[src/rtl/vga_write_buffer_if.sv]
// CPU-side bus and VGA RAM write/read handshake bundle for the posted-write buffer.
// The slave modport is the buffer; the master modport is the CPU/VGA side that drives it.
interface vga_write_buffer_if #(
  parameter int ADDR_W = 17,
  parameter int DEPTH  = 4
);
  localparam int CNT_W = $clog2(DEPTH) + 1;

  logic              _vga_mem;
  logic              _wr;
  logic              _rd;
  logic              _bhe;
  logic [ADDR_W-1:0] cpu_addr;
  logic [15:0]       cpu_data;
  logic              cpu_ready;
  logic              busy;
  logic              wr_req;
  logic [ADDR_W-1:0] wr_addr;
  logic [15:0]       wr_data;
  logic [1:0]        wr_be;
  logic              wr_ack;
  logic              rd_req;
  logic              rd_ack;
  logic [CNT_W-1:0]  fifo_count;

  modport master (
    output _vga_mem, _wr, _rd, _bhe, cpu_addr, cpu_data, busy, wr_ack, rd_ack,
    input  cpu_ready, wr_req, wr_addr, wr_data, wr_be, rd_req, fifo_count
  );

  modport slave (
    input  _vga_mem, _wr, _rd, _bhe, cpu_addr, cpu_data, busy, wr_ack, rd_ack,
    output cpu_ready, wr_req, wr_addr, wr_data, wr_be, rd_req, fifo_count
  );
endinterface

[src/rtl/vga_write_buffer.sv]
// Posted-write FIFO between the 8086 bus and VGA RAM: writes push on their start cycle, head visible next cycle.
// Backpressure: cpu_ready drops on a write into a full FIFO and while a read waits for the drain and rd_ack.
module vga_write_buffer #(
  parameter int DEPTH  = 4,
  parameter int ADDR_W = 17
) (
  input logic               clock,
  input logic               _reset,
  vga_write_buffer_if.slave bus
);
  localparam int PTR_W = $clog2(DEPTH);
  localparam int CNT_W = PTR_W + 1;

  typedef struct packed {
    logic [ADDR_W-1:0] addr;
    logic [15:0]       data;
    logic [1:0]        be;
  } entry_t;

  typedef enum logic [2:0] {IDLE, WSTALL, RDRAIN, RREQ, RDONE} state_t;

  state_t           state;
  entry_t           mem [DEPTH];
  entry_t           skid;
  logic [PTR_W-1:0] wr_ptr;
  logic [PTR_W-1:0] rd_ptr;
  logic [CNT_W-1:0] count;
  logic             cpu_ready_q;
  logic             rd_req_q;
  logic             wr_sel_q;
  logic             rd_sel_q;

  logic             wr_sel;
  logic             rd_sel;
  logic             wr_start;
  logic             rd_start;
  logic             full;
  logic             wr_req_c;
  logic             pop;
  logic             push;
  logic [1:0]       be_in;
  entry_t           entry_in;
  entry_t           push_entry;

  always_comb begin
    wr_sel     = !bus._vga_mem && !bus._wr;
    rd_sel     = !bus._vga_mem && !bus._rd;
    rd_start   = rd_sel && !rd_sel_q;
    // A low _rd wins over a simultaneous write strobe.
    wr_start   = wr_sel && !wr_sel_q && bus._rd;
    be_in      = {~bus._bhe, ~bus.cpu_addr[0]};
    entry_in   = '{addr: {bus.cpu_addr[ADDR_W-1:1], 1'b0}, data: bus.cpu_data, be: be_in};
    full       = (count == CNT_W'(DEPTH));
    wr_req_c   = (count != '0) && !bus.busy;
    pop        = wr_req_c && bus.wr_ack;
    push       = 1'b0;
    push_entry = entry_in;
    if (state == IDLE && wr_start && be_in != 2'b00 && !full) begin
      push = 1'b1;
    end else if (state == WSTALL && pop) begin
      push       = 1'b1;
      push_entry = skid;
    end
  end

  always_ff @(posedge clock or negedge _reset) begin
    if (!_reset) begin
      state       <= IDLE;
      wr_ptr      <= '0;
      rd_ptr      <= '0;
      count       <= '0;
      cpu_ready_q <= 1'b1;
      rd_req_q    <= 1'b0;
      wr_sel_q    <= 1'b0;
      rd_sel_q    <= 1'b0;
      skid        <= '0;
      for (int i = 0; i < DEPTH; i++) mem[i] <= '0;
    end else begin
      wr_sel_q <= wr_sel;
      rd_sel_q <= rd_sel;
      if (push) begin
        mem[wr_ptr] <= push_entry;
        wr_ptr      <= wr_ptr + PTR_W'(1);
      end
      if (pop) rd_ptr <= rd_ptr + PTR_W'(1);
      count <= count + CNT_W'(push) - CNT_W'(pop);

      case (state)
        IDLE: begin
          if (rd_start) begin
            state       <= RDRAIN;
            cpu_ready_q <= 1'b0;
          end else if (wr_start && be_in != 2'b00 && full) begin
            state       <= WSTALL;
            skid        <= entry_in;
            cpu_ready_q <= 1'b0;
          end
        end
        WSTALL: begin
          if (pop) begin
            state       <= IDLE;
            cpu_ready_q <= 1'b1;
          end
        end
        RDRAIN: begin
          // Reads wait until every posted write has reached VGA RAM.
          if (count == '0 && !bus.busy) begin
            state    <= RREQ;
            rd_req_q <= 1'b1;
          end
        end
        RREQ: begin
          if (bus.rd_ack) begin
            state       <= RDONE;
            rd_req_q    <= 1'b0;
            cpu_ready_q <= 1'b1;
          end else if (bus.busy) begin
            state    <= RDRAIN;
            rd_req_q <= 1'b0;
          end
        end
        RDONE: begin
          if (bus._rd || bus._vga_mem) state <= IDLE;
        end
        default: state <= IDLE;
      endcase
    end
  end

  assign bus.cpu_ready  = cpu_ready_q;
  assign bus.rd_req     = rd_req_q;
  assign bus.wr_req     = wr_req_c;
  assign bus.wr_addr    = mem[rd_ptr].addr;
  assign bus.wr_data    = mem[rd_ptr].data;
  assign bus.wr_be      = mem[rd_ptr].be;
  assign bus.fifo_count = count;
endmodule

[src/flat_wrapper.sv]
// flat-port wrapper written by rule: the top's interface ports become plain ports
module vga_write_buffer_flat 
#(
  parameter int DEPTH  = 4,
  parameter int ADDR_W = 17
)
  (clock, _reset, bus__vga_mem, bus__wr, bus__rd, bus__bhe, bus_cpu_addr, bus_cpu_data, bus_busy, bus_wr_ack, bus_rd_ack, bus_cpu_ready, bus_wr_req, bus_wr_addr, bus_wr_data, bus_wr_be, bus_rd_req, bus_fifo_count);
  vga_write_buffer_if #(.ADDR_W(ADDR_W), .DEPTH(DEPTH)) bus_i ();
  input logic clock;
  input logic _reset;
  input wire logic [$bits(bus_i._vga_mem)-1:0] bus__vga_mem;
  input wire logic [$bits(bus_i._wr)-1:0] bus__wr;
  input wire logic [$bits(bus_i._rd)-1:0] bus__rd;
  input wire logic [$bits(bus_i._bhe)-1:0] bus__bhe;
  input wire logic [$bits(bus_i.cpu_addr)-1:0] bus_cpu_addr;
  input wire logic [$bits(bus_i.cpu_data)-1:0] bus_cpu_data;
  input wire logic [$bits(bus_i.busy)-1:0] bus_busy;
  input wire logic [$bits(bus_i.wr_ack)-1:0] bus_wr_ack;
  input wire logic [$bits(bus_i.rd_ack)-1:0] bus_rd_ack;
  output wire logic [$bits(bus_i.cpu_ready)-1:0] bus_cpu_ready;
  output wire logic [$bits(bus_i.wr_req)-1:0] bus_wr_req;
  output wire logic [$bits(bus_i.wr_addr)-1:0] bus_wr_addr;
  output wire logic [$bits(bus_i.wr_data)-1:0] bus_wr_data;
  output wire logic [$bits(bus_i.wr_be)-1:0] bus_wr_be;
  output wire logic [$bits(bus_i.rd_req)-1:0] bus_rd_req;
  output wire logic [$bits(bus_i.fifo_count)-1:0] bus_fifo_count;
  assign bus_i._vga_mem = bus__vga_mem;
  assign bus_i._wr = bus__wr;
  assign bus_i._rd = bus__rd;
  assign bus_i._bhe = bus__bhe;
  assign bus_i.cpu_addr = bus_cpu_addr;
  assign bus_i.cpu_data = bus_cpu_data;
  assign bus_i.busy = bus_busy;
  assign bus_i.wr_ack = bus_wr_ack;
  assign bus_i.rd_ack = bus_rd_ack;
  assign bus_cpu_ready = bus_i.cpu_ready;
  assign bus_wr_req = bus_i.wr_req;
  assign bus_wr_addr = bus_i.wr_addr;
  assign bus_wr_data = bus_i.wr_data;
  assign bus_wr_be = bus_i.wr_be;
  assign bus_rd_req = bus_i.rd_req;
  assign bus_fifo_count = bus_i.fifo_count;
  vga_write_buffer #(.DEPTH(DEPTH), .ADDR_W(ADDR_W)) u_core (.clock(clock), ._reset(_reset), .bus(bus_i));
endmodule
[config.mk]
export PLATFORM = sky130hd
export DESIGN_NAME = vga_write_buffer_flat
export DESIGN_NICKNAME = d
export VERILOG_FILES = /design/src/rtl/vga_write_buffer_if.sv /design/src/rtl/vga_write_buffer.sv /design/src/flat_wrapper.sv
export SDC_FILE = /design/constraint.sdc
export NUM_CORES = 1
export LEC_CHECK = 0
export CORE_MARGIN = 1
export CORE_UTILIZATION = 40
export DETAILED_ROUTE_END_ITERATION = 6
export GPL_TIMING_DRIVEN = 0
export PLACE_DENSITY = 0.58
export SYNTH_ARGS = -nofsm -noshare
export SYNTH_HDL_FRONTEND = slang
export SYNTH_SLANG_ARGS = --single-unit
[constraint.sdc]
create_clock -name clock -period 3.1 [get_ports clock]
set_input_delay 0.775 -clock clock [delete_from_list [all_inputs] [get_ports clock]]
set_output_delay 0.775 -clock clock [all_outputs]
set_load 0.05 [all_outputs]
==> results of run 1 <==
-- final timing paths --
kind | to | slack, ps | cells after the start
setup / recovery | bus_wr_data[0] | 120 | 3
hold / removal | u_core.skid[13] | 300 | 1
setup reg to reg | u_core.bus.fifo_count[2] | 320 | 9
hold reg to reg | u_core.mem[36] | 480 | 1
max in group asynchronous | u_core.mem[133] | 1870 | 2
min in group clock | u_core.mem[36] | 480 | 1
-- metal layers --
| metal | track usage [%] | wire [µm] | up-vias |
|---|---|---|---|
| met5 | 0 | 0 | - |
| met4 | 3.87 | 122 | 0 |
| met3 | 4.60 | 713 | 11 |
| met2 | 28.7 | 8540 | 68 |
| met1 | 22.9 | 7910 | 2427 |
| li1 | - | - | 2137 |
-- sequential cells by signal (all words and copies together), names as in the netlist --
signal,count
u_core.bus.cpu_ready,1
u_core.bus.fifo_count,3
u_core.bus.rd_req,1
u_core.mem,136
u_core.rd_ptr,2
u_core.rd_sel_q,1
u_core.skid,34
u_core.state,3
u_core.wr_ptr,2
u_core.wr_sel_q,1
-- final cells by class --
type / instances / area share [%]
buffer: 31 / 3.02
tap: 270 / 3.30
clock buffer: 20 / 4.46
timing repair buffer: 82 / 7.83
sequential: 184 / 45.0
inverter: 12 / 0.440
multi-input combinational: 299 / 34.8
clock inverter: 11 / 1.20
-- cells by family (layout without fill, tap and decap cells) --
kind of cell | Yosys count | after routing
other | 1 | 1
XOR/XNOR | 5 | 5
buffers and inverters | 44 | 156
multiplexers | 239 | 239
AND/OR/NAND/NOR | 30 | 30
flip-flops | 184 | 184
AO/OA/AOI/OAI | 17 | 17
adder cells (fa/ha/maj) | 7 | 7
-- worst max-delay path, cell delays in order, from the launching register on --
cell and delay (ps):
dfrtp_1 320, buf_4 210, mux4_2 540, clkdlybuf4s50_1 720
-- power breakdown --
| part | leakage [nW] | internal, mW | switching, mW |
|---|---|---|---|
| combinational | 1.94 | 2.28 | 2.96 |
| sequential | 2.33 | 3.44 | 0.517 |
| clock | 0.275 | 1.23 | 0.924 |
-- per-stage QoR --
| stage | cell area, µm² | hold slack, ps | TNS (ps) | std cells | setup WS (ps) |
|---|---|---|---|---|---|
| floorplan | 8490 | 452 | 0 | 527 | 211 |
| global placement | 9640 | 462 | -1198140 | 878 | -6230 |
| detailed placement | 9670 | 472 | -56820 | 879 | -491 |
| CTS | 10200 | 298 | 0 | 909 | 81.7 |
| global route | 10200 | 316 | 0 | 909 | 6.08 |
| finish | 10200 | 297 | 0 | 909 | 122 |
-- cell usage in the layout (no fill, tap or decap), types with 4 or more instances in the layout --
cell type / n
mux2_2: 193
dfrtp_1: 183
clkdlybuf4s50_1: 47
mux4_2: 34
dlygate4sd2_1: 33
clkbuf_16: 17
buf_8: 13
inv_1: 12
mux2_1: 8
nand2_1: 7
clkbuf_1: 6
ha_1: 6
nor2_1: 5
buf_6: 4
nor3_1: 4
xnor2_1: 4
a21boi_4: 4
mux2i_1: 4
o21ai_0: 4
clkinvlp_4: 4
-- repair_timing --
| item | in CTS | in global routing |
|---|---|---|
| setup endpoints to repair | 34 | 2 |
| hold buffers | 0 | 0 |
| resized for setup | 58 | 1 |
| pin swaps | 0 | 1 |
==> run summary, run 1 <==
Synth warnings - 0
Core Util, Final - 50.0%
Max_cap viols - 0
Total Routing Usage GR - 17.4%
Final setup viols - 0
Layout area overhead - 20.7%
TritonCTS clock tree - built
Largest family of logic cells by synthesized area - multiplexers
DRC viols - 0
I/O Pins - 83
Rel. slew slack - 46.7%
H-tree Lvls - 4
Area of the die - 21,800 µm²
Vias - 4,643
Synthesized Nets - 576
Share of cells above drive strength 1 - 46.0%
FMAX - 0.336 GHz
Synthesized-area fraction occupied by adder cells - 1.12%
Initial Util - 41.4%
Fin crit share - 96.1%
Yosys top cell area share - 54.0%
P_leak - 4.55 nW
Critical Path RT - 2320 ps
Post-DP HPWL - 11,600 µm
First-pass GRT wire length - 28,600 µm
DR vias/cell - 5.11
Crit Path Category - reg2out
# fillers - 1,752
DRT Pass-1 Iters - 4
Compound-Gate Fraction of Synth Area - 1.96%
Slew @ Worst Pin - 800 ps
Multi-input logic area - 3560 µm²
Post-route ant nets - 0
Outcome - finished clean
Clock buffer depth - 2
Top post-synthesis cells by count - mux2_2, dfrtp_1, mux4_2, buf_8, inv_1
Synth area leader - dfrtp_1
Crit. End Element - output pin
Total Wirelength - 17,300 µm
RSZ-0062 raised after global routing - false
Top post-synthesis cells by area - dfrtp_1, mux2_2, mux4_2, buf_8, mux2_1
GPL Wtd Cong - 0.739
Overall Power - 11.4 mW
DR iter-0 viols - 191
Syn Inst Count - 527
Vias in the first global route - 5,156
Worst-path maximum fanout - 9
Root Driver - clkbuf_16
Synth Area in XOR/XNOR - 0.516%
Register bit count reported by yosys - 184
Simple-gate share of the synthesized area - 2.18%
EDFF count, synth - 0
Crit start category - flip-flop
Grt total ovfl - 0
Critical path startpoint - u_core.rd_ptr[0]
Max VDD drop - 0.542 mV
Initial antenna violation count - 0
Ys flop type - dfrtp_1
Library cells used by synthesis - 44
Pin count of the biggest net entering global routing - 120
Power per cell area - 1110 nW/µm²
FF-to-FF Start - u_core.bus.fifo_count[2]
Minimum clock period - 2980 ps
Syn_area_per_cell - 16.1 µm²
FF/Latch Area - 4610 µm²
Final net count - 676
Setup bufs post-CTS - 0
Hold WC Path Type - in2async
Slew Limit Fails - 0
Final Skew - 12.7 ps
Row count - 52
Clock Sink Count - 184
Async SR Flop Fraction - 100%
Die W - 148 µm
Drt wl/cell - 19.0 µm
Clock latency on the worst-skew pair - 430 ps
Mux contribution to synthesized area - 36.2%
Fin. Hold Viols - 0
# diodes - 0
Cts bufs inserted - 17
Worst EP arrival - 2200 ps
Most frequent cell after synthesis - mux2_2
Cell Area, Synth - 8490 µm²
Port Buf Inserts - 81
Core Box Area - 20,500 µm²
Clock Pin Slew Worst Setup and Hold Paths - 70 ps
Chip Height - 148 µm
Seq/Total Area, Yosys - 54.3%
Note: power is estimated with default switching activity, not from simulation.
==> run 2: changes to the inputs <==
--- a/config.mk
+++ b/config.mk
@@ -7,3 +7,3 @@
 export LEC_CHECK = 0
-export CORE_MARGIN = 1
+export CORE_MARGIN = 3
 export CORE_UTILIZATION = 40
--- a/constraint.sdc
+++ b/constraint.sdc
@@ -3,2 +3,2 @@
 set_output_delay 0.775 -clock clock [all_outputs]
-set_load 0.05 [all_outputs]
+set_load 0.02 [all_outputs]
==> run summary, run 2 (synthesis gave the netlist of run 1 again) <==
Slew @ Worst Pin - 950 ps (+150 ps)
Die W - 152 µm (+2.7%)
Final setup viols - 0 (unchanged)
Clock Sink Count - 184 (unchanged)
Fin. Hold Viols - 0 (unchanged)
I/O Pins - 83 (unchanged)
Row count - 52 (unchanged)
Core Util, Final - 50.2% (+0.18 points)
GPL Wtd Cong - 0.759 (+2.6%)
Buf/Inv on CP - 2 (unchanged)
Root Driver - clkbuf_16
Initial Util - 41.3% (-0.13 points)
Final setup margin - 52.5 ps (-69.6 ps)
Fin crit share - 98.3% (+2.2 points)
Vias in the first global route - 5,164 (+0.16%)
Power per cell area - 1010 nW/µm² (-8.7%)
Clock buffer depth - 2 (unchanged)
Total Wirelength - 18,000 µm (+3.8%)
Max incr delay on CP - 620 ps (-100 ps)
Worst-path maximum fanout - 10 (+1)
Rel. slew slack - 36.7% (-10 points)
Hold buffer count at cts - 0 (unchanged)
Largest regs - u_core.mem x136, u_core.skid x34
Met3 Use GR - 4.16% (-0.43 points)
Met1 usage - 22.1% (-0.80 points)
DRC viols - 0 (unchanged)
DR vias/cell - 5.20 (+1.8%)
FF-to-FF Start - u_core.bus.fifo_count[2]
Worst path depth - 5 (+2)
Register bank with the most flops - u_core.mem
Chip Height - 152 µm (+2.7%)
DR iter-0 viols - 161 (-16%)
Outcome - finished clean
Final net count - 676 (unchanged)
Post-route ant nets - 0 (unchanged)
Max VDD drop - 0.479 mV (-12%)
M2 GR Usage - 26.8% (-1.9 points)
Final Skew - 10.3 ps (-2.40 ps)
First-pass GRT wire length - 28,800 µm (+0.61%)
Slowest-stage cell, CP - or4b_4
TritonCTS clock tree - built
Area of the die - 23,000 µm² (+5.5%)
Crit start category - input pin
Initial antenna violation count - 1 (+1)
Port Buf Inserts - 81 (unchanged)
P_leak - 4.71 nW (+3.5%)
Hold WC Path Type - in2async
Max reg flops - 136 (unchanged)
Cts bufs inserted - 17 (unchanged)
Total Routing Usage GR - 16.6% (-0.80 points)
WHS - 293 ps (-4.21 ps)
Clock latency on the worst-skew pair - 430 ps (about the same)
RSZ-0062 raised after global routing - false
H-tree Lvls - 4 (unchanged)
Pin count of the biggest net entering global routing - 112 (-6.7%)
GR peak layer - met2
R2R cell count - 9 (unchanged)
CP top delay family - simple AND/OR/NAND/NOR gates
Commonest non-fill, non-tap cell in the layout - mux2_2
Crit Path Category - in2reg
Most frequent cells in the layout - mux2_2, dfrtp_1, clkdlybuf4s50_1, mux4_2, dlymetal6s2s_1
FMAX - 0.328 GHz (-2.3%)
RR Endpoint - u_core.bus.fifo_count[2]
Grt total ovfl - 0 (unchanged)
R2R setup slack - 260 ps (-60 ps)
Pre-CTS setup slack - -549 ps (-58.1 ps)
Max_cap viols - 0 (unchanged)
Drt wl/cell - 19.7 µm (+3.6%)
Clock Pin Slew Worst Setup and Hold Paths - 60 ps (about the same)
Worst EP arrival - 3350 ps (+1150 ps)
Share of cells above drive strength 1 - 46.1% (+0.084 points)
Critical Path RT - 3410 ps (+1090 ps)
Slew Limit Fails - 0 (unchanged)
DRT Pass-1 Iters - 4 (unchanged)
Setup bufs post-CTS - 0 (unchanged)
Post-DP HPWL - 12,100 µm (+3.9%)
Crit. End Element - flip-flop
Critical path, cell by cell - clkdlybuf4s50_1 -> or4b_4 -> nor4_4 -> buf_2 -> mux2_2
Core Box Area - 20,600 µm² (+0.32%)
Vias - 4,738 (+2.0%)
Layout area overhead - 21.5%
Minimum clock period - 3050 ps (+69.6 ps)
[run 2: changes by cell type in the layout (fill, tap and decap cells not counted), moves of 2 or more]
cell / before / now
buf_6: 4 / 2
clkinv_4: 0 / 2
dlygate4sd2_1: 33 / 10
inv_6: 2 / 0
dlymetal6s2s_1: 0 / 18
buf_8: 13 / 15
clkdlybuf4s50_1: 47 / 52
[run 2: routing by layer]
layer,up-vias,wire (µm)
li1,2125,-
met1,2515,8170
met2,82,8730
met3,16,745
met4,0,311
met5,-,0
[run 2: layout make-up]
cell class	count	area, µm²
antenna	1	2.50
buffer	31	319
clock buffer	21	460
clock inverter	11	100
fill	1770	10200
inverter	12	45.0
multi-input combinational	299	3560
sequential	184	4610
tap	270	338
timing repair buffer	82	876
[run 2: worst max path at each step]
stage / from / endpoint
after floorplan: u_core.bus.fifo_count[2] / u_core.bus.fifo_count[2]
after global placement: _reset / u_core.mem[29]
after detailed placement: bus_busy / u_core.bus.fifo_count[2]
after CTS: u_core.rd_ptr[0] / bus_wr_data[15]
after global routing: bus__vga_mem / u_core.skid[8]
final: bus__vga_mem / u_core.skid[14]
[run 2: what timing repair did]
item	4_1_cts	5_1_grt
resized for setup	37	21
setup endpoints to repair	30	20
pin swaps	0	0
[run 2: power breakdown]
part	switching [mW]	internal [mW]	total (mW)
Combinational	1.96	2.45	4.42
Clock	0.908	1.15	2.06
Sequential	0.516	3.44	3.96
[run 2: metrics by stage]
stage / setup TNS [ps] / instances / area [µm²] / total power [mW]
global placement: -1190570 / 878 / 9640 / 8.41
floorplan: 0 / 527 / 8490 / 6.87
detailed placement: -56200 / 879 / 9670 / 8.59
CTS: 0 / 910 / 10300 / 10.6
finish: 0 / 911 / 10300 / 10.4
global route: 0 / 911 / 10300 / 11.1
==> run 3: changes to the inputs <==
CORE_ASPECT_RATIO = 0.6   (was default)
==> run summary, run 3 (synthesis gave the netlist of run 1 again) <==
Outcome - finished clean
Dpl cells - 882 (+0.34%)
Register bank with the most flops - u_core.mem
Setup tns final - 0 ps (unchanged)
Most frequent cells in the layout - mux2_2, dfrtp_1, clkdlybuf4s50_1, mux4_2, clkbuf_16
# diodes - 0 (-1)
Initial Util - 41.6% (+0.28 points)
H-tree Lvls - 4 (unchanged)
RR Endpoint - u_core.bus.fifo_count[2]
Area of the die - 23,100 µm² (+0.25%)
Total Routing Usage GR - 17.0% (+0.46 points)
# fillers - 1,717 (-3.0%)
FF-to-FF Start - u_core.bus.fifo_count[2]
Worst-path maximum fanout - 10 (unchanged)
Minimum clock period - 3040 ps (-10.8 ps)
Total Wirelength - 18,400 µm (+2.7%)
Final Skew - 9.09 ps (-1.23 ps)
RSZ-0062 raised after global routing - false
Hold WC Path Type - in2async
Vias - 4,754 (+0.34%)
Post-DP HPWL - 12,800 µm (+5.6%)
Overall Power - 10.6 mW (+1.9%)
Clock latency on the worst-skew pair - 430 ps (about the same)
Max incr delay on CP - 630 ps (about the same)
FMAX - 0.329 GHz (+0.36%)
Port Buf Inserts - 81 (unchanged)
Vias in the first global route - 5,303 (+2.7%)
R2R cell count - 9 (unchanged)
Max reg flops - 136 (unchanged)
Critical path, cell by cell - clkdlybuf4s50_1 -> or4b_4 -> nor4_4 -> buf_2 -> mux2_2
Clock Pin Slew Worst Setup and Hold Paths - 70 ps (about the same)
Buf/Inv on CP - 2 (unchanged)
P_leak - 4.70 nW (-0.14%)
WHS - 273 ps (-20.3 ps)
Root Driver - clkbuf_16
Largest regs - u_core.mem x136, u_core.skid x34
Share of cells above drive strength 1 - 46.3% (+0.16 points)
Rel. slew slack - 43.0% (+6.3 points)
Slowest-stage cell, CP - or4b_4
Slew Limit Fails - 0 (unchanged)
Slew @ Worst Pin - 856 ps (-94.2 ps)
Fin crit share - 98.0% (-0.35 points)
Post-route ant nets - 0 (unchanged)
Grt total ovfl - 0 (unchanged)
DRC viols - 0 (unchanged)
Initial antenna violation count - 0 (-1)
Chip Height - 119 µm (-22%)
Commonest non-fill, non-tap cell in the layout - mux2_2
Max VDD drop - 0.505 mV (+5.6%)
R2R setup slack - 370 ps (+110 ps)
Core Box Area - 20,400 µm² (-0.68%)
Drt wl/cell - 20.2 µm (+2.5%)
Worst EP arrival - 3350 ps (about the same)
Die W - 194 µm (+28%)
First-pass GRT wire length - 30,200 µm (+5.0%)
Critical path startpoint - bus__vga_mem
GPL Wtd Cong - 0.783 (+3.3%)
DRT Pass-1 Iters - 6 (+2)
Layout area overhead - 21.9%
Clock buffer depth - 2 (unchanged)
Critical Path RT - 3410 ps (about the same)
TritonCTS clock tree - built
Row count - 40 (-23%)
DR vias/cell - 5.21 (+0.12%)
DR iter-0 viols - 169 (+5.0%)
Crit. End Element - flip-flop
Clock Sink Count - 184 (unchanged)
Final setup viols - 0 (unchanged)
I/O Pins - 83 (unchanged)
Post-route insts no fill - 913 (+0.22%)
Worst path depth - 5 (unchanged)
Final net count - 676 (unchanged)
Power per cell area - 1030 nW/µm² (+1.5%)
CP top delay family - simple AND/OR/NAND/NOR gates
Crit start category - input pin
Crit Path Category - in2reg
Pin count of the biggest net entering global routing - 124 (+11%)
Max_cap viols - 0 (unchanged)
Fin. Hold Viols - 0 (unchanged)
Cts bufs inserted - 17 (unchanged)
[run 3: cell count changes in the layout (fill, tap and decap cells not counted), moves of 2 or more]
cell and change:
clkinvlp_4 -5, inv_6 +3, dlygate4sd2_1 +5, clkinv_4 +2
dlymetal6s2s_1 -5, bufinv_16 +2
[run 3: stage by stage]
step / worst slack, ps / area [µm²] / utilization, %
2_1_floorplan: 388 / 8490 / -
3_3_place_gp: -6190 / 9640 / 47.2
3_5_place_dp: -558 / 9670 / 47.4
4_1_cts: 1.64 / 10300 / 50.5
5_1_grt: 19.7 / 10300 / 50.7
6_report: 63.3 / 10300 / 50.7
[run 3: repair_timing]
| item | in CTS | in global routing |
|---|---|---|
| buffers inserted | 0 | 0 |
| gates resized for setup | 42 | 19 |
| hold buffers | 0 | 0 |
| pin swaps | 1 | 0 |
| endpoints found under the setup margin | 37 | 15 |
[run 3: worst max-delay path by stage]
stage                     slack (ps)                       end
final                             60           u_core.skid[33]
after global routing              20           u_core.skid[31]
after CTS                          2            bus_wr_data[8]
after detailed placement        -560  u_core.bus.fifo_count[2]
after global placement         -6190            u_core.mem[24]
after floorplan                  390  u_core.bus.fifo_count[2]
[run 3: where the power goes]
group	leakage (nW)	internal, mW	total, mW	switching (mW)
clock	0.302	1.30	2.25	0.949
combinational	2.07	2.43	4.40	1.97
sequential	2.33	3.44	3.98	0.537
total	4.70	7.17	10.6	3.46
[run 3: routing by layer]
metal | vias to the layer above | part of all wire, % | track usage (%)
met4 | 0 | 0.94 | 3.99
li1 | 2152 | - | -
met1 | 2518 | 51 | 25.0
met5 | - | 0 | 0
met3 | 15 | 3.3 | 4.38
met2 | 69 | 44 | 25.5
[run 3: layout make-up]
type | count | area (µm²) | area share [%]
plain buffers | 31 | 327 | 3.16
clock buffers | 19 | 443 | 4.28
clock inverters | 13 | 166 | 1.61
inverters | 12 | 45.0 | 0.435
multi-input cells | 299 | 3560 | 34.4
flip-flops and latches | 184 | 4610 | 44.5
well taps | 273 | 342 | 3.30
repair buffers | 82 | 857 | 8.28
